### config.mk
export PLATFORM = sky130hd
export DESIGN_NAME = branch_predict_unit
export DESIGN_NICKNAME = d
export VERILOG_FILES = /design/src/rtl/branch_predict_unit_pkg.sv /design/src/rtl/branch_predict_unit_sat_counter2.sv /design/src/rtl/branch_predict_unit.sv
export SDC_FILE = /design/constraint.sdc
export NUM_CORES = 1
export LEC_CHECK = 0
export CORE_UTILIZATION = 42
export DETAILED_ROUTE_END_ITERATION = 16
export GPL_ROUTABILITY_DRIVEN = 1
export PLACE_DENSITY = 0.73
export SYNTH_ARGS = -nofsm -noshare
export SYNTH_HDL_FRONTEND = slang
export SYNTH_HIERARCHICAL = 1
export SYNTH_SLANG_ARGS = --single-unit
### constraint.sdc
create_clock -name clk -period 16.34 [get_ports clk]
set_input_delay 1.634 -clock clk [delete_from_list [all_inputs] [get_ports clk]]
set_output_delay 1.634 -clock clk [all_outputs]
set_load 0.1 [all_outputs]
### src/rtl/branch_predict_unit_pkg.sv
// -----------------------------------------------------------------------------
// BranchUnitFuncts : shared types for the branch resolve / predict unit.
//   Type           - branch unit function select (conditional branches, jumps)
//   BhtCounter     - one 2-bit saturating direction counter
//   BHT_RESET      - reset state of every counter (weak not-taken)
//   is_conditional - true for the six compare-based branches
// -----------------------------------------------------------------------------
package BranchUnitFuncts;

  typedef enum logic [3:0] {
    BEQ  = 4'd0,
    BNE  = 4'd1,
    BLT  = 4'd2,
    BLTU = 4'd3,
    BGE  = 4'd4,
    BGEU = 4'd5,
    JAL  = 4'd6,
    JALR = 4'd7
  } Type;

  typedef logic [1:0] BhtCounter;

  localparam BhtCounter BHT_RESET = 2'b01;

  function automatic logic is_conditional(input Type funct);
    logic cond;
    case (funct)
      BEQ, BNE, BLT, BLTU, BGE, BGEU: cond = 1'b1;
      default:                        cond = 1'b0;
    endcase
    return cond;
  endfunction

endpackage

### src/rtl/branch_predict_unit_sat_counter2.sv
// -----------------------------------------------------------------------------
// sat_counter2 : one 2-bit saturating direction counter of the BHT.
//   clk    in  core clock
//   reset  in  synchronous active-high reset, loads BHT_RESET
//   update in  train this counter on the coming edge
//   taken  in  training direction (1 = count up, 0 = count down)
//   count  out current counter state (MSB is the prediction)
// -----------------------------------------------------------------------------
module sat_counter2
  import BranchUnitFuncts::*;
(
  input  logic      clk,
  input  logic      reset,
  input  logic      update,
  input  logic      taken,
  output BhtCounter count
);

  BhtCounter count_r;

  // Saturation lives only here: 11 never wraps up, 00 never wraps down.
  function automatic BhtCounter sat_next(input BhtCounter cur, input logic up);
    BhtCounter nxt;
    if (up) begin
      if (cur == 2'b11) nxt = 2'b11;
      else              nxt = cur + 2'b01;
    end else begin
      if (cur == 2'b00) nxt = 2'b00;
      else              nxt = cur - 2'b01;
    end
    return nxt;
  endfunction

  // Counter state register with reset to weak not-taken
  always_ff @(posedge clk) begin
    if (reset) begin
      count_r <= BHT_RESET;
    end else if (update) begin
      count_r <= sat_next(count_r, taken);
    end else begin
      count_r <= count_r;
    end
  end

  assign count = count_r;

endmodule

### src/rtl/branch_predict_unit.sv
// -----------------------------------------------------------------------------
// branch_predict_unit : branch resolver plus PC-indexed 2-bit BHT predictor.
//   clk, reset        core clock, synchronous active-high reset
//   lookup_pc         fetch PC; lookup_taken is its predicted direction (comb)
//   en, funct, op1,   resolve port; token is the actual outcome (comb) and
//   op2, pc,          mispredict flags token != pred_taken (comb)
//   pred_taken
// Optional build macro BRANCH_PERF_CNT_EN adds perf_branches and
// perf_mispredicts (32-bit wrapping event counters, cleared by reset).
// -----------------------------------------------------------------------------
module branch_predict_unit
  import BranchUnitFuncts::*;
#(
  parameter  int XLEN      = 32,
  parameter  int BHT_DEPTH = 64,
  localparam int IDX_W     = $clog2(BHT_DEPTH)
) (
  input  logic            clk,
  input  logic            reset,
  input  logic [XLEN-1:0] lookup_pc,
  output logic            lookup_taken,
  input  logic            en,
  input  Type             funct,
  input  logic [XLEN-1:0] op1,
  input  logic [XLEN-1:0] op2,
  input  logic [XLEN-1:0] pc,
  input  logic            pred_taken,
  output logic            token,
  output logic            mispredict
`ifdef BRANCH_PERF_CNT_EN
  ,
  output logic [31:0]     perf_branches,
  output logic [31:0]     perf_mispredicts
`endif
);

  logic             token_s;
  logic             mispredict_s;
  logic             update_s;
  logic [IDX_W-1:0] res_idx_s;
  logic [IDX_W-1:0] lookup_idx_s;
  BhtCounter        bht_s [BHT_DEPTH];
  logic             unused_pc_bits_s;

  // Actual branch outcome; nothing resolves as taken without en
  always_comb begin
    token_s = 1'b0;
    if (en) begin
      case (funct)
        BEQ:       token_s = (op1 == op2);
        BNE:       token_s = (op1 != op2);
        BLT:       token_s = ($signed(op1) <  $signed(op2));
        BGE:       token_s = ($signed(op1) >= $signed(op2));
        BLTU:      token_s = (op1 <  op2);
        BGEU:      token_s = (op1 >= op2);
        JAL, JALR: token_s = 1'b1;
        default:   token_s = 1'b0;
      endcase
    end else begin
      token_s = 1'b0;
    end
  end

  assign mispredict_s = en & (token_s ^ pred_taken);
  assign token        = token_s;
  assign mispredict   = mispredict_s;

  // Word-aligned index: the two low PC bits never select a counter.
  assign res_idx_s    = pc[IDX_W+1:2];
  assign lookup_idx_s = lookup_pc[IDX_W+1:2];

  // Only the bits between [IDX_W+1:2] matter; fold the rest into a sink.
  assign unused_pc_bits_s = ^{lookup_pc, pc};

  // Jumps never train; reset also blocks training in the same cycle.
  assign update_s = en & is_conditional(funct) & ~reset;

  for (genvar g = 0; g < BHT_DEPTH; g++) begin : g_bht
    sat_counter2 u_ctr (
      .clk    (clk),
      .reset  (reset),
      .update (update_s && (res_idx_s == IDX_W'(g))),
      .taken  (token_s),
      .count  (bht_s[g])
    );
  end

  // No write-to-read bypass: a same-cycle update becomes visible next cycle.
  assign lookup_taken = reset ? 1'b0 : bht_s[lookup_idx_s][1];

`ifdef BRANCH_PERF_CNT_EN
  logic [31:0] perf_branches_r;
  logic [31:0] perf_mispredicts_r;

  // Event counters for conditional resolves and mispredictions
  always_ff @(posedge clk) begin
    if (reset) begin
      perf_branches_r    <= 32'd0;
      perf_mispredicts_r <= 32'd0;
    end else begin
      if (en && is_conditional(funct)) perf_branches_r <= perf_branches_r + 32'd1;
      else                             perf_branches_r <= perf_branches_r;
      if (mispredict_s) perf_mispredicts_r <= perf_mispredicts_r + 32'd1;
      else              perf_mispredicts_r <= perf_mispredicts_r;
    end
  end

  assign perf_branches    = perf_branches_r;
  assign perf_mispredicts = perf_mispredicts_r;
`endif

endmodule

==> key figures <==
Floorplan
  – Top Ports: 139
  – Core Footprint: 20,200 um2
  – Floorplan die area: 21,100 um2
  – Standard-cell row count: 52
  – Starting utilization of the core area: 42.7%
  – Die boundary width: 145 um
  – Die height: 145 um

Routing
  – Antenna Violating Nets Remaining: 0
  – Aggregate routed wire length: 20.7 mm
  – Number of iterations in the first detailed-routing pass: 5
  – Average wire per standard cell: 15.3 um
  – Initial drt markers: 507
  – Number of vias in the routed layout: 7,425
  – Vias per cell: 5.48
  – Remaining routing DRC violations: 0

STA
  – Measured slew at the worst slew-check pin: 1.14 ns
  – Final-layout setup total negative slack: 0 ns
  – Crit share post-route: 46.0%
  – Largest clock skew in the final design: 0.00852 ns
  – Rel. slew slack: 23.5%
  – Setup-failing EPs final: 0
  – Final hold violation count: 0
  – Max Clk Rate: 0.133 GHz
  – Worst hold slack across all endpoints: 0.505 ns
  – RSZ-0062 raised after global routing: no
  – Post-layout minimum cycle time: 7.52 ns
  – Count of pins over their slew limit: 0

Clock network
  – Buffer levels on the longest clock path: 2
  – Number of post-CTS setup repair buffers: 0
  – Gates resized, CTS repair: 0
  – Depth of the CTS H-tree: 4
  – Total CTS buffers: 17
  – Number of clock sinks: 128
  – Clock latency on the worst-skew pair: 0.42 ns
  – Clock tree from TritonCTS: done
  – Clock-pin slew on the worst setup and hold paths: 0.05 ns
  – Root buffer cell: sky130_fd_sc_hd__clkbuf_16
  – Count of hold buffers inserted by post-cts repair: 0

Worst setup path
  – Crit path kind: in -> out
  – Critical path's largest stage delay: 1.18 ns
  – Data arrival time of the critical path: 5.88 ns
  – Required time reported for the critical path endpoint: 14.71 ns
  – Crit. End Element: output port
  – Worst Setup Start Kind: primary input
  – Kind of cell with the highest combined delay on the critical path: buffers and inverters
  – Crit Path Max Fanout: 5
  – Worst-path cell chain: clkdlybuf4s50_1 -> inv_1 -> ha_1 -> nand4_1 -> nor3_1 -> a22oi_1 -> or4b_2 -> a21oi_1 -> mux2_2 -> a2111oi_2 -> mux2i_1 -> clkdlybuf4s50_1
  – Number of buffers and inverters on the critical path: 3
  – Most numerous cell on the critical path: sky130_fd_sc_hd__clkdlybuf4s50_1
  – Cell at the slowest stage of the critical path: sky130_fd_sc_hd__clkdlybuf4s50_1

Global routing
  – Via count of the first global-routing pass: 7,174
  – Pin count of the biggest net entering global routing: 113
  – Total grt overflow: 0
  – GRT Resource Usage Total: 20.1%
  – Number of antenna violations at the first check in global routing: 0
  – Wire length of the first global-routing pass: 34.6 mm

Pwr
  – Switching power total: 253 uW
  – Total chip power: 947 uW
  – Leak Pwr: 3.86 nW
  – Seq pwr share: 39.5%
  – Power density relative to cell area: 90.8 nW/um2
  – Maximum vdd drop: 0.0000640 V
  – Share of total power in combinational logic: 18.1%
  – Net switching share of the total power: 26.7%
  – Part of the total power dissipated in the clock network: 42.4%
  – Internal power: 695 uW

Final layout
  – Sequential cell area: 2560 um2
  – Area of the multi-input gates: 5640 um2
  – Fraction of final layout cells with drive strength greater than 1: 11.4%
  – Layout area overhead: 20.9%
  – Final std cells w/o fill: 1,354
  – Max FFs per register: 128
  – Nets: 1,239
  – Fill cell count: 1,822
  – Antenna cells: 0

Logic synthesis
  – Commonest cells in the netlist: sky130_fd_sc_hd__dfxtp_1, sky130_fd_sc_hd__inv_1, sky130_fd_sc_hd__a21oi_1
  – Leading cell types by total area after synthesis: sky130_fd_sc_hd__dfxtp_1, sky130_fd_sc_hd__a221o_1, sky130_fd_sc_hd__a21bo_1, sky130_fd_sc_hd__nor2b_2, sky130_fd_sc_hd__o32ai_1
  – Synth Area per Inst: 8.86 um2
  – Yosys warning total: 6
  – Cell type with the highest aggregate area in the netlist: sky130_fd_sc_hd__dfxtp_1
  – Share of synthesized flip-flops with an asynchronous set or reset: 0%
  – Portion of the post-synthesis area used by sequential elements: 29.7%
  – Synth top area share: 29.7%
  – Number of synthesized flops with an enable pin: 0
  – Number of synthesized register bits: 128
  – Count of cell types in the netlist: 39
  – Cells after Synth: 973
  – Area of the mapped netlist: 8620 um2
  – Main synth FF type: sky130_fd_sc_hd__dfxtp_1
  – Net count after synthesis: 1,141
  – Most used standard cell by instance count after synthesis: sky130_fd_sc_hd__dfxtp_1

Run
  – Count of maximum capacitance violations: 0

Min path
  – Worst min-delay path category: reg -> reg

Placement
  – Final weighted congestion in routability-driven placement: 0.775
  – Detailed Place HPWL: 13.9 mm
  – Number of cells in the design after placement: 1,322
  – # port buffers: 86

Status
  – Run status: complete, no violations
-- metal layers --
metal  part of all wire, %  global-route usage [%]
met1                    46                    26.1
met2                    49                    33.6
met3                   3.2                    3.90
met4                   1.5                    6.05
met5                     0                       0
-- metrics by stage --
step	setup WS [ns]	utilization [%]	area (um2)
finish	8.82	51.7	10400
global route	8.57	51.7	10400
CTS	8.80	51.7	10400
detailed placement	8.81	48.6	9800
global placement	8.78	48.6	9800
floorplan	1.75	-	8620
-- tightest hold or removal path, cell delays in order (launching register included) --
cell                       delay [ns]
sky130_fd_sc_hd__dfxtp_1         0.32
sky130_fd_sc_hd__nand2b_1        0.07
sky130_fd_sc_hd__o32ai_1         0.06
-- cells by family after synthesis --
family,count (synthesis),share of synthesized area [%]
AO/OA/AOI/OAI,290,27.7
buffers and inverters,112,5.01
adder cells (fa/ha/maj),32,4.64
multiplexers,23,5.73
AND/OR/NAND/NOR,388,27.2
flip-flops,128,29.7
-- path summary, 6_finish.rpt --
check	from	endpoint	slack, ns	cells past startpoint
setup / recovery	op2[31]	mispredict	8.82	12
hold / removal	g_bht[52].u_ctr/count[0]	g_bht[52].u_ctr/count[1]	0.51	2
setup reg to reg	g_bht[18].u_ctr/count[1]	g_bht[18].u_ctr/count[0]	15.32	2
hold reg to reg	g_bht[52].u_ctr/count[0]	g_bht[52].u_ctr/count[1]	0.51	2
-- final cells by class --
| class | count | share of cell area (%) |
|---|---|---|
| clock inverter | 4 | 0.912 |
| sequential | 128 | 24.6 |
| tap | 270 | 3.24 |
| multi-input combinational | 733 | 54.1 |
| inverter | 100 | 3.60 |
| timing repair buffer | 91 | 8.54 |
| clock buffer | 28 | 5.05 |
-- layout by cell type, fill, tap and decap left out, types with 2 or more instances in the layout --
cell type	instances
sky130_fd_sc_hd__dfxtp_1	128
sky130_fd_sc_hd__inv_1	100
sky130_fd_sc_hd__clkdlybuf4s50_1	84
sky130_fd_sc_hd__a21oi_1	79
sky130_fd_sc_hd__nor2_1	70
sky130_fd_sc_hd__nand2b_1	68
sky130_fd_sc_hd__nor2b_1	68
sky130_fd_sc_hd__a221o_1	65
sky130_fd_sc_hd__o32ai_1	64
sky130_fd_sc_hd__a21bo_1	64
sky130_fd_sc_hd__or2_1	64
sky130_fd_sc_hd__nor2b_2	64
sky130_fd_sc_hd__ha_1	32
sky130_fd_sc_hd__nand2_1	23
sky130_fd_sc_hd__mux4_2	21
sky130_fd_sc_hd__clkbuf_16	17
sky130_fd_sc_hd__nand3_1	8
sky130_fd_sc_hd__nand4_1	8
sky130_fd_sc_hd__clkbuf_8	6
sky130_fd_sc_hd__buf_4	6
sky130_fd_sc_hd__nor4_1	5
sky130_fd_sc_hd__clkbuf_1	5
sky130_fd_sc_hd__nor3_1	4
sky130_fd_sc_hd__a211oi_1	3
sky130_fd_sc_hd__o21ai_0	3
sky130_fd_sc_hd__a21o_1	3
sky130_fd_sc_hd__bufinv_16	3
sky130_fd_sc_hd__a2111oi_0	2
sky130_fd_sc_hd__or3_1	2
-- power groups by stage --
stage                     Clock, mW  Combinational (mW)  Sequential (mW)
after floorplan                   0               0.121            0.370
final                         0.402               0.171            0.374
after CTS                     0.407               0.171            0.374
after global routing          0.422               0.190            0.380
after detailed placement          0               0.169            0.380
after global placement            0               0.164            0.378
Power figures use the tool's default switching activity.
